==> config.mk <==
export PLATFORM = sky130hd
export DESIGN_NAME = regfile_wb
export DESIGN_NICKNAME = d
export VERILOG_FILES = /design/src/rtl/regfile_wb.sv
export SDC_FILE = /design/constraint.sdc
export NUM_CORES = 1
export LEC_CHECK = 0
export ABC_AREA = 0
export CORE_MARGIN = 5
export CORE_UTILIZATION = 37
export CTS_CLUSTER_SIZE = 10
export DETAILED_ROUTE_END_ITERATION = 16
export SLEW_MARGIN = 20
export SYNTH_ARGS = -nofsm -noshare
export SYNTH_HDL_FRONTEND = slang
export SYNTH_SLANG_ARGS = --single-unit
==> constraint.sdc <==
create_clock -name clk -period 1.95 [get_ports clk]
set_clock_uncertainty 0.2 [all_clocks]
set_input_delay 0.2925 -clock clk [delete_from_list [all_inputs] [get_ports clk]]
set_output_delay 0.2925 -clock clk [all_outputs]
set_load 0.01 [all_outputs]
==> src/rtl/regfile_wb.sv <==
`default_nettype none
// ============================================================================
// Module   : regfile_wb
// Purpose  : Writeback / operand-source stage around the 8-bit ALU. ALU
//            results enter a small write queue through a valid/ready
//            handshake and drain into the register file, updating C/Z flags.
//            Two combinational read ports feed the ALU operands and bypass
//            the youngest pending queue entry. A direct load port has
//            priority over the queue drain.
// Revision : 1.0 - initial release
// ============================================================================
module regfile_wb #(
    parameter int DW     = 8,
    parameter int NREGS  = 4,
    parameter int AW     = 2,
    parameter int QDEPTH = 2
) (
    input  logic          clk,
    input  logic          rst,
    input  logic [AW-1:0] ra_addr,
    input  logic [AW-1:0] rb_addr,
    output logic [DW-1:0] a_out,
    output logic [DW-1:0] b_out,
    input  logic          wb_valid,
    output logic          wb_ready,
    input  logic [AW-1:0] wb_addr,
    input  logic [DW-1:0] wb_data,
    input  logic          wb_carry,
    input  logic          wb_flag_en,
    input  logic          ld_valid,
    input  logic [AW-1:0] ld_addr,
    input  logic [DW-1:0] ld_data,
    output logic          c_flag,
    output logic          z_flag,
    output logic          q_empty
);

    // Occupancy counter must represent 0..QDEPTH inclusive.
    localparam int CW = $clog2(QDEPTH + 1);

    // Write queue kept as a shift FIFO: slot 0 is the head (oldest),
    // slot count-1 is the tail (youngest).
    logic [AW-1:0] qa_q [QDEPTH];
    logic [AW-1:0] qa_d [QDEPTH];
    logic [DW-1:0] qd_q [QDEPTH];
    logic [DW-1:0] qd_d [QDEPTH];
    logic          qc_q [QDEPTH];
    logic          qc_d [QDEPTH];
    logic          qf_q [QDEPTH];
    logic          qf_d [QDEPTH];
    logic [CW-1:0] count_q;
    logic [CW-1:0] count_d;

    logic [DW-1:0] regs_q [NREGS];
    logic [DW-1:0] regs_d [NREGS];
    logic          c_q;
    logic          c_d;
    logic          z_q;
    logic          z_d;

    logic          push;
    logic          pop;
    logic [CW-1:0] tail;

    // Ready depends only on registered occupancy: no push-through when full.
    assign wb_ready = (count_q < CW'(QDEPTH));
    assign q_empty  = (count_q == '0);
    assign push     = wb_valid & wb_ready;
    assign pop      = (count_q != '0) & ~ld_valid;
    assign tail     = count_q - {{(CW-1){1'b0}}, pop};
    assign c_flag   = c_q;
    assign z_flag   = z_q;

    // Queue next state: shift out the head on pop, then append at the tail.
    always_comb begin
        for (int i = 0; i < QDEPTH; i++) begin
            qa_d[i] = qa_q[i];
            qd_d[i] = qd_q[i];
            qc_d[i] = qc_q[i];
            qf_d[i] = qf_q[i];
        end
        if (pop) begin
            for (int i = 0; i < QDEPTH - 1; i++) begin
                qa_d[i] = qa_q[i+1];
                qd_d[i] = qd_q[i+1];
                qc_d[i] = qc_q[i+1];
                qf_d[i] = qf_q[i+1];
            end
        end
        if (push) begin
            for (int i = 0; i < QDEPTH; i++) begin
                if (CW'(i) == tail) begin
                    qa_d[i] = wb_addr;
                    qd_d[i] = wb_data;
                    qc_d[i] = wb_carry;
                    qf_d[i] = wb_flag_en;
                end
            end
        end
        count_d = count_q + {{(CW-1){1'b0}}, push} - {{(CW-1){1'b0}}, pop};
    end

    // Register file and flags next state: load wins over drain; addresses
    // with no matching register simply write nothing.
    always_comb begin
        for (int i = 0; i < NREGS; i++) begin
            regs_d[i] = regs_q[i];
            if (ld_valid && (ld_addr == AW'(i))) begin
                regs_d[i] = ld_data;
            end else if (pop && (qa_q[0] == AW'(i))) begin
                regs_d[i] = qd_q[0];
            end
        end
        c_d = c_q;
        z_d = z_q;
        if (pop && qf_q[0]) begin
            c_d = qc_q[0];
            z_d = (qd_q[0] == '0);
        end
    end

    // Read port A: register value, overridden by the youngest pending match.
    always_comb begin
        a_out = '0;
        for (int i = 0; i < NREGS; i++) begin
            if (ra_addr == AW'(i)) a_out = regs_q[i];
        end
        for (int j = 0; j < QDEPTH; j++) begin
            if ((CW'(j) < count_q) && (qa_q[j] == ra_addr)) a_out = qd_q[j];
        end
    end

    // Read port B: same bypass rule as port A.
    always_comb begin
        b_out = '0;
        for (int i = 0; i < NREGS; i++) begin
            if (rb_addr == AW'(i)) b_out = regs_q[i];
        end
        for (int j = 0; j < QDEPTH; j++) begin
            if ((CW'(j) < count_q) && (qa_q[j] == rb_addr)) b_out = qd_q[j];
        end
    end

    // Queue state; reset discards pending entries without committing them.
    always_ff @(posedge clk or posedge rst) begin
        if (rst) begin
            count_q <= '0;
            for (int i = 0; i < QDEPTH; i++) begin
                qa_q[i] <= '0;
                qd_q[i] <= '0;
                qc_q[i] <= 1'b0;
                qf_q[i] <= 1'b0;
            end
        end else begin
            count_q <= count_d;
            for (int i = 0; i < QDEPTH; i++) begin
                qa_q[i] <= qa_d[i];
                qd_q[i] <= qd_d[i];
                qc_q[i] <= qc_d[i];
                qf_q[i] <= qf_d[i];
            end
        end
    end

    // Architectural state: registers and C/Z flags.
    always_ff @(posedge clk or posedge rst) begin
        if (rst) begin
            c_q <= 1'b0;
            z_q <= 1'b0;
            for (int i = 0; i < NREGS; i++) regs_q[i] <= '0;
        end else begin
            c_q <= c_d;
            z_q <= z_d;
            for (int i = 0; i < NREGS; i++) regs_q[i] <= regs_d[i];
        end
    end

endmodule
`default_nettype wire

==> reports/qor.txt, run 1 <==
H-tree depth reported by CTS = 3
MaxCap Viol Count = 0
status = finished with violations
ys flop type = dfrtp_1
post-synthesis sequential area ratio = 0.370
Post-route DRC = 0
nets = 504
element type at the critical path end = primary output
post-layout util = 0.530
relative slew slack = 0.600
final hold viol count = 0
IO Port Bufs = 49
VDD IR max = 0.865 mV
final antenna-violating net count = 0
RSZ-0062 raised after global routing = yes
Mean Syn Cell Area = 10.6 µm²
period utilization = 1.21
clk slew on worst S/H paths = 0.07 ns
clk_lat worst skew = 0.35 ns
Placed Area = 0.00509 mm²
number of buffers created by CTS = 9
HP Class = in2async
Starting Density = 0.376
WHS = 0.159 ns
Sink Count = 60
Overflow after GRT = 0
die outline area = 0.0132 mm²
mean routed wirelength per cell = 21.1 µm
router iterations before antenna repair = 5
first-pass GRT wire length = 20.9 mm
P_leak = 2.28 nW
vias in the first global route = 3778
1st-iter DRT viols = 340
min cycle time layout = 2.35 ns
fin cells = 618
Final Routed Wirelength = 13.0 mm
vias after detailed routing = 3659
Worst Slack Setup Final = -0.404 ns
Die Wd = 115 µm
synthesis warning total = 0
Yosys reg bits = 60
proportion of layout cells with a drive suffix above 1 = 0.416
I/O Pins = 50
Max FO, Critical Path = 8
Yosys cell types = 42
antenna violations before repair = 0
routed vias/inst = 5.92
Synth area leaders = dfrtp_1, mux4_2, mux2_2
Ant. Diodes = 0
core area = 0.0108 mm²
Rows = 38
dpl hpwl = 9.46 mm
Critical path buffers and inverters = 2
Max Freq = 0.425 GHz
RD Place Congestion = 0.896
Post-synth EDFFs = 0
CTS tree = yes
P&R area growth vs syn = 40.7%
all-layer global routing usage = 0.205
Crit Path Class = reg2out
Slew Viols, Final = 0
crit-path leading delay family = simple AND/OR/NAND/NOR gates
Slowest-stage cell, CP = or3_4
Least-Margin Pin Slew = 0.598 ns
post-synth top area cell = dfrtp_1
syn nets = 413
final total power = 0.0101 W
CP required = 1.46 ns
largest net degree at the start of global routing = 61
Critical Path Start Type = flip-flop
Root Buffer = clkbuf_8
Async SR Flop Fraction = 1.00
share of the synthesized area in the top cell type = 0.370
PD cells = 1760 mW/mm²
Synth Cell Area = 0.00406 mm²
design area = 0.00572 mm²
Die Ht = 115 µm
violated checks = setup timing
slowest stage delay, CP = 0.44 ns
critical-path cell list = buf_6, xor2_2, or3_4, a31oi_4, buf_2
CTS Buffer Depth = 2
dpl cells = 599
Syn Inst Count = 382
crit path DAT = 1.86 ns
final-report setup violation count = 17
-- final cells by class --
type	instances	area, µm²
clock inverters	4	70.1
fillers	927	5070
clock buffers	12	165
repair buffers	112	1040
inverters	12	48.8
multi-input cells	278	2720
well taps	140	175
flip-flops and latches	60	1510
-- what timing repair did --
| item | CTS | global route |
|---|---|---|
| pin swaps | 16 | 3 |
| setup endpoints to repair | 23 | 26 |
| hold buffers | 0 | 0 |
| resized for setup | 123 | 22 |
| buffers inserted | 2 | 1 |
-- synth_stat cells (6+ instances only) --
master    instances
a221o_1           7
mux2_2           25
o211ai_1          9
clkbuf_1          8
mux2_4           12
o221ai_1         14
inv_1            10
mux4_2           16
and3_1            6
buf_2            14
nor2b_1           9
nand2_1          20
o311ai_0          9
nand3_1          41
xor2_1            8
xnor2_1           6
a31oi_1          16
and2_1           13
o31ai_1          16
dfrtp_1          60
nor4_1           18
o21a_1            8
-- power breakdown --
group	total (W)	internal [W]	switching, W
Sequential	0.00246	0.00185	0.000603
Clock	0.00136	0.000820	0.000537
Combinational	0.00625	0.00318	0.00307
-- worst reg2reg max path, stage by stage, from the launching register on --
cell and delay, ns:
dfrtp_2 0.46, buf_4 0.24, inv_2 0.20, buf_4 0.19, nand3_4 0.13, a221o_1 0.36
-- cell usage in the layout (no fill, tap or decap), types with 11 or more instances in the layout --
cell             instances
clkbuf_8                12
and2_1                  13
nor4_2                  11
dfrtp_1                 57
buf_4                   52
mux4_2                  16
buf_6                   14
nand3_1                 41
mux2_2                  25
clkdlybuf4s50_1         28
mux2_4                  12
nand2_1                 20
o221ai_1                14
a31oi_4                 12
-- layer usage --
layer / up-vias / share of wire / GRT usage
met1: 1855 / 0.45 / 0.286
met2: 107 / 0.49 / 0.330
met4: 0 / 0.018 / 0.0603
li1: 1680 / - / -
met3: 17 / 0.039 / 0.0347
met5: - / 0 / 0
-- per-stage QoR --
| stage | setup WS, ns | TNS [ns] |
|---|---|---|
| 6_report | -0.404 | -5.82 |
| 4_1_cts | -0.397 | -5.88 |
| 3_5_place_dp | -0.878 | -22.10 |
| 5_1_grt | -0.465 | -6.88 |
| 3_3_place_gp | -0.855 | -20.86 |
| 2_1_floorplan | 0.0518 | 0 |
-- worst paths after layout --
path	startpoint	endpoint	slack (ns)	depth (start not counted)
max reg2reg	qa_q[2]$_DFF_PP0_	regs_q[9]$_DFFE_PP0P_	0.06	5
max	qa_q[0]$_DFFE_PP0P_	b_out[1]	-0.40	5
min reg2reg	z_flag$_DFFE_PP0P_	z_flag$_DFFE_PP0P_	0.29	1
max in group asynchronous	rst	qd_q[10]$_DFF_PP0_	1.08	3
min	rst	c_flag$_DFFE_PP0P_	0.16	3
min in group clk	z_flag$_DFFE_PP0P_	z_flag$_DFFE_PP0P_	0.29	1
-- state kept, by name, indices dropped and copies added (netlist names) --
signal,cells
regs_q,32
qd_q,16
qa_q,4
count_q,2
qc_q,2
qf_q,2
c_flag,1
z_flag,1
-- cells by family (layout without fill, tap and decap cells) --
kind of cell | Yosys count | after routing | share of synthesized area
fa+ha+maj | 1 | 1 | 0.00308
compound gates | 86 | 86 | 0.168
mux | 54 | 54 | 0.205
xor+xnor | 14 | 14 | 0.0302
buf+inv | 44 | 140 | 0.0561
simple gates | 123 | 123 | 0.168
flops | 60 | 60 | 0.370
(Power assumes the default switching activity.)
==> inputs of run 2 (changes only) <==
--- a/config.mk
+++ b/config.mk
@@ -6,6 +6,7 @@
 export NUM_CORES = 1
 export LEC_CHECK = 0
 export ABC_AREA = 0
+export CAP_MARGIN = 20
 export CORE_MARGIN = 5
 export CORE_UTILIZATION = 37
 export CTS_CLUSTER_SIZE = 10
==> constraint.sdc (replaced) <==
create_clock -name clk -period 2.1 [get_ports clk]
set_clock_uncertainty 0.2 [all_clocks]
set_input_delay 0.315 -clock clk [delete_from_list [all_inputs] [get_ports clk]]
set_output_delay 0.315 -clock clk [all_outputs]
set_load 0.01 [all_outputs]
==> run 2 against run 1 <==
Net effect:
- the run still ends with setup timing left
- wire length grew 2.1%
- clock power fell by 11%
- final area fell by 0.68%
- die area unchanged
- first-iteration DRC count is 12% higher
- utilization shrank 0.36 points
- register-to-register slack improved by 0.09 ns
- via count rose by 2.1%
- non-clock buffer count shrank 1
- worst setup slack improved by 0.11 ns
- largest cell class unchanged
- largest power group unchanged
==> reports/qor.txt, run 2 (same netlist as run 1, synthesis figures left out) <==
first-pass GRT wire length = 21.3 mm (+2.1%)
CP Launch Point = qa_q[1]$_DFFE_PP0P_
WHS = 0.0173 ns (-0.141 ns)
Die Wd = 115 µm (unchanged)
CTS tree = yes
clock share of power = 0.131 (-0.004)
worst slack, placed = -0.779 ns (+0.0991 ns)
Rows = 38 (unchanged)
core area = 0.0108 mm² (unchanged)
VDD IR max = 1.02 mV (+18%)
vias after detailed routing = 3737 (+2.1%)
internal power = 0.00529 W (-9.7%)
Overflow after GRT = 0 (unchanged)
Top Registers = regs_q x32, qd_q x16, qa_q x4
antenna violations before repair = 0 (unchanged)
element type at the critical path end = primary output
P_leak = 2.28 nW (-0.32%)
number of buffers created by CTS = 9 (unchanged)
RSZ-0062 raised after global routing = yes
Critical Path End = a_out[3]
most common cell after layout, fill and taps aside = dfrtp_1
Switching Share = 0.427 (+0.00883)
CP required = 1.58 ns (+0.12 ns)
Least-Margin Pin Slew = 0.598 ns (+0.000315 ns)
CTS Buffer Depth = 2 (unchanged)
vias in the first global route = 3794 (+0.42%)
max FFs per register = 32 (unchanged)
nets = 503 (-0.20%)
r2r setup slk = 0.15 ns (+0.09 ns)
Ant. Diodes = 0 (unchanged)
final antenna-violating net count = 0 (unchanged)
I/O Pins = 50 (unchanged)
Starting Density = 0.376 (unchanged)
RD Place Congestion = 0.915 (+2.2%)
dpl hpwl = 9.50 mm (+0.45%)
IO Port Bufs = 49 (unchanged)
slowest stage delay, CP = 0.45 ns (about the same)
final-report setup violation count = 16 (-1)
H-tree depth reported by CTS = 3 (unchanged)
die outline area = 0.0132 mm² (unchanged)
reg2reg path depth = 5 (unchanged)
reg-to-reg endpoint = regs_q[5]$_DFFE_PP0P_
1st-iter DRT viols = 380 (+12%)
Root Buffer = clkbuf_8
final hold viol count = 0 (unchanged)
Comb pwr share = 0.621 (about the same)
PD cells = 1630 mW/mm² (-7.6%)
Worst Slack Setup Final = -0.289 ns (+0.115 ns)
all-layer global routing usage = 0.211 (+0.00539)
relative slew slack = 0.597 (-0.00242)
design area = 0.00568 mm² (-0.68%)
Slew Viols, Final = 0 (unchanged)
period utilization = 1.14
HP Class = in2async
commonest cells after routing, fill and taps aside = dfrtp_1, buf_4, nand3_1
Max Freq = 0.419 GHz
Post-route DRC = 0 (unchanged)
Most flops, register = regs_q
routed vias/inst = 6.06 (+2.3%)
critical-path cell list = xor2_1, or3_4, a31oi_2, clkdlybuf4s15_2
Placed Area = 0.00505 mm² (-0.81%)
MaxCap Viol Count = 0 (unchanged)
status = finished with violations
Die Ht = 115 µm (unchanged)
crit path DAT = 1.87 ns (about the same)
Sink Count = 60 (unchanged)
Crit Path Class = reg2out
violated checks = setup timing
mean routed wirelength per cell = 21.6 µm (+2.2%)
P&R area growth vs syn = 39.8%
proportion of layout cells with a drive suffix above 1 = 0.415 (-0.00122)
Slowest-stage cell, CP = dfrtp_2
Reg power frac = 0.248 (+0.004)
largest net degree at the start of global routing = 50 (-18%)
Final Routed Wirelength = 13.3 mm (+2.1%)
Max FO, Critical Path = 8 (unchanged)
Critical Path Start Type = flip-flop
clk slew on worst S/H paths = 0.07 ns (about the same)
min cycle time layout = 2.39 ns
router iterations before antenna repair = 5 (unchanged)
clk_lat worst skew = 0.36 ns (about the same)
Sw Pwr = 0.00395 W (-6.3%)
worst r2r src = qa_q[3]$_DFF_PP0_
-- run 2: power by group through the flow --
| stage | combinational, W | sequential (W) | clock (W) |
|---|---|---|---|
| after CTS | 0.00542 | 0.00225 | 0.00122 |
| final | 0.00574 | 0.00229 | 0.00121 |
| after global routing | 0.00611 | 0.00235 | 0.00127 |
| after global placement | 0.00488 | 0.00224 | 0 |
| after detailed placement | 0.00494 | 0.00225 | 0 |
| after floorplan | 0.00295 | 0.00207 | 0 |
-- run 2: critical path: cells and delay by family (launching register included) --
kind	cells	cell delay, ns
DFF	1	0.45
and+or+nand+nor	1	0.41
buffers and inverters	1	0.25
AOI/OAI and AO/OA	1	0.22
xor gates and xnor gates	1	0.18
-- run 2: how the worst min path moves through the flow --
stage / endpoint / depth (start not counted)
after floorplan: regs_q[5]$_DFFE_PP0P_ / 1
after CTS: c_flag$_DFFE_PP0P_ / 2
final: qc_q[1]$_DFF_PP0_ / 2
after detailed placement: z_flag$_DFFE_PP0P_ / 1
after global routing: c_flag$_DFFE_PP0P_ / 2
after global placement: z_flag$_DFFE_PP0P_ / 1
-- run 2: final cells by class --
| type | instances | area (µm²) |
|---|---|---|
| Clock buffer | 11 | 141 |
| Fill cell | 941 | 5110 |
| Inverter | 12 | 45.0 |
| Sequential cell | 60 | 1510 |
| Multi-Input combinational cell | 278 | 2690 |
| Clock inverter | 5 | 85.1 |
| Timing Repair Buffer | 111 | 1040 |
| Tap cell | 140 | 175 |
-- run 2: what timing repair did --
action | in CTS | in global routing
cloned | 0 | 0
resized for setup | 116 | 25
endpoints found under the setup margin | 18 | 18
pin swaps | 7 | 9
hold buffers | 0 | 0
setup buffers | 6 | 1
-- run 2: per-stage QoR --
step / total power, W / setup TNS, ns / utilization / cells
floorplan: 0.00502 / 0 / - / 382
global placement: 0.00713 / -13.49 / 0.468 / 594
detailed placement: 0.00719 / -14.80 / 0.468 / 594
CTS: 0.00889 / -3.68 / 0.516 / 616
global route: 0.00973 / -4.20 / 0.526 / 617
finish: 0.00924 / -3.27 / 0.526 / 617
-- run 2: routing by layer --
| layer | part of all wire | track usage | vias up |
|---|---|---|---|
| met1 | 0.44 | 0.293 | 1865 |
| met4 | 0.028 | 0.0728 | 0 |
| met2 | 0.48 | 0.332 | 154 |
| met5 | 0 | 0 | - |
| met3 | 0.059 | 0.0384 | 30 |
| li1 | - | - | 1688 |
==> inputs of run 3 (changes only) <==
--- a/config.mk
+++ b/config.mk
@@ -7,7 +7,7 @@
 export LEC_CHECK = 0
 export ABC_AREA = 0
 export CAP_MARGIN = 20
-export CORE_MARGIN = 5
+export CORE_MARGIN = 2
 export CORE_UTILIZATION = 37
 export CTS_CLUSTER_SIZE = 10
 export DETAILED_ROUTE_END_ITERATION = 16
==> run 3 against run 2 <==
Net effect:
- largest power group unchanged
- via count increased by 0.80%
- critical endpoint is now a_out[5]
- largest cell class unchanged
- hold slack improved by 0.13 ns
- the run still ends with setup timing left
- critical path depth unchanged
- first-iteration DRC count decreased by 27%
==> reports/qor.txt, run 3 (same netlist as run 1, synthesis figures left out) <==
fillcell total = 952 (+1.2%)
fin cells = 623 (+0.97%)
routed vias/inst = 6.05 (-0.17%)
I/O Pins = 50 (unchanged)
all-layer global routing usage = 0.223 (+0.0124)
vias in the first global route = 3758 (-0.95%)
die outline area = 0.0118 mm² (-10%)
core area = 0.0108 mm² (unchanged)
reg2reg path depth = 6 (+1)
Critical path buffers and inverters = 1 (unchanged)
critical-path cell list = xor2_1, or3_4, a31oi_1, clkdlybuf4s15_2
Critical Path Start Type = flip-flop
Die Wd = 109 µm (-5.2%)
clk slew on worst S/H paths = 0.07 ns (about the same)
Top Registers = regs_q x32, qd_q x16, qa_q x4
crit path DAT = 1.84 ns (-0.03 ns)
element type at the critical path end = primary output
slowest stage delay, CP = 0.44 ns (about the same)
vias after detailed routing = 3767 (+0.80%)
dpl cells = 594 (unchanged)
global routing's busiest layer = met2
clk_lat worst skew = 0.36 ns (about the same)
1st-iter DRT viols = 279 (-27%)
Final Routed Wirelength = 13.0 mm (-2.4%)
Root Buffer = clkbuf_8
Multi-input gate area = 0.00265 mm² (-1.4%)
Sink Count = 60 (unchanged)
Max FO, Critical Path = 8 (unchanged)
Ant. Diodes = 0 (unchanged)
most common cell after layout, fill and taps aside = dfrtp_1
Comb pwr share = 0.635 (+0.014)
# hold bufs at CTS = 0 (unchanged)
H-tree depth reported by CTS = 3 (unchanged)
dpl hpwl = 9.22 mm (-2.9%)
number of buffers created by CTS = 9 (unchanged)
Sw Pwr = 0.00388 W (-1.6%)
met3 usage = 0.0430 (+0.00462)
met2 GRT Util = 0.349 (+0.0165)
VDD IR max = 0.774 mV (-24%)
Placed Area = 0.00505 mm² (unchanged)
final total power = 0.00906 W (-1.9%)
IO Port Bufs = 49 (unchanged)
RD Place Congestion = 0.862 (-5.8%)
violated checks = setup timing
status = finished with violations
min cycle time layout = 2.36 ns (-0.0318 ns)
Rows = 38 (unchanged)
Die Ht = 109 µm (-5.2%)
P&R area growth vs syn = 39.1%
CTS tree = yes
PD cells = 1600 mW/mm² (-1.4%)
nets = 509 (+1.2%)
Slew Viols, Final = 0 (unchanged)
Levels on crit path = 4 (unchanged)
crit-path leading delay family = flip-flops
relative slew slack = 0.583 (-0.0148)
Max Freq = 0.424 GHz (+1.3%)
P_leak = 2.28 nW (+0.19%)
Overflow after GRT = 0 (unchanged)
mean routed wirelength per cell = 20.8 µm (-3.4%)
CTS Buffer Depth = 2 (unchanged)
internal power = 0.00518 W (-2.0%)
largest net degree at the start of global routing = 61 (+22%)
proportion of layout cells with a drive suffix above 1 = 0.402 (-0.0134)
first-pass GRT wire length = 19.9 mm (-6.6%)
Crit Path Class = reg2out
MaxCap Viol Count = 0 (unchanged)
Most flops, register = regs_q
antenna violations before repair = 0 (unchanged)
max FFs per register = 32 (unchanged)
final hold viol count = 0 (unchanged)
final-report setup violation count = 16 (unchanged)
period utilization = 1.12 (-0.0152)
setup TNS = -3.27 ns (-0.00162 ns)
Slowest-stage cell, CP = dfrtp_1
Starting Density = 0.376 (unchanged)
Post-route DRC = 0 (unchanged)
router iterations before antenna repair = 5 (unchanged)
Switching Share = 0.429 (+0.00110)
RSZ-0062 raised after global routing = yes
Least-Margin Pin Slew = 0.624 ns (+0.0254 ns)
final antenna-violating net count = 0 (unchanged)
design area = 0.00565 mm² (-0.51%)
HP Class = in2async
Worst Slack Setup Final = -0.257 ns (+0.0318 ns)
FF/Latch Area = 0.00150 mm² (about the same)
WHS = 0.144 ns (+0.126 ns)
CP required = 1.58 ns (about the same)
Reg power frac = 0.251 (+0.003)
clock share of power = 0.113 (-0.018)
met1 Use GR = 0.296 (+0.00270)
commonest cells after routing, fill and taps aside = dfrtp_1, buf_4, nand3_1
-- run 3: cell count changes in the layout (fill, tap and decap cells not counted), moves of 2 or more --
cell / previous run / this run
buf_4: 46 / 56
buf_6: 14 / 9
a31oi_1: 6 / 10
a31oi_2: 4 / 0
clkdlybuf4s15_2: 1 / 4
clkinv_2: 0 / 3
buf_2: 9 / 7
clkinv_4: 2 / 0
-- run 3: through the flow --
stage	setup slack [ns]	util
after CTS	-0.260	0.497
after detailed placement	-0.733	0.468
after floorplan	0.100	-
final	-0.257	0.524
after global placement	-0.751	0.468
after global routing	-0.305	0.524
-- run 3: final timing paths --
check	endpoint	slack, ns	startpoint
max	a_out[5]	-0.26	qa_q[1]$_DFFE_PP0P_
min	c_flag$_DFFE_PP0P_	0.14	rst
max reg2reg	regs_q[14]$_DFFE_PP0P_	0.10	qa_q[2]$_DFF_PP0_
min reg2reg	z_flag$_DFFE_PP0P_	0.29	z_flag$_DFFE_PP0P_
max in group asynchronous	qd_q[2]$_DFFE_PP0P_	1.26	rst
min in group clk	z_flag$_DFFE_PP0P_	0.29	z_flag$_DFFE_PP0P_
-- run 3: power by group through the flow --
| stage | Sequential (W) | Combinational, W | Clock, W |
|---|---|---|---|
| 2_1_floorplan | 0.00207 | 0.00295 | 0 |
| 5_1_grt | 0.00234 | 0.00613 | 0.00110 |
| 3_5_place_dp | 0.00227 | 0.00491 | 0 |
| 4_1_cts | 0.00224 | 0.00505 | 0.00106 |
| 6_report | 0.00228 | 0.00576 | 0.00103 |
| 3_3_place_gp | 0.00224 | 0.00483 | 0 |
-- run 3: layout make-up --
class / instances / share of cell area
clock inverters: 5 / 0.00930
well taps: 140 / 0.0310
inverters: 12 / 0.00841
clock buffers: 11 / 0.0233
flip-flops and latches: 60 / 0.266
repair buffers: 117 / 0.193
multi-input cells: 278 / 0.469
-- run 3: what timing repair did --
| item | CTS | global route |
|---|---|---|
| setup buffers | 4 | 8 |
| pin swaps | 10 | 11 |
| cloned | 0 | 1 |
| resized for setup | 95 | 32 |
| setup endpoints to repair | 18 | 16 |
-- run 3: tightest hold or removal path: stages --
cell             delay, ns
clkdlybuf4s50_1       0.42
inv_2                 0.08
buf_12                0.29
-- run 3: routing by layer --
layer  part of all wire  routed length [µm]  vias up
li1                   -                   -     1698
met1               0.43                5620     1895
met2               0.48                6180      138
met3              0.053                 687       36
met4              0.038                 495        0
met5                  0                   0        -
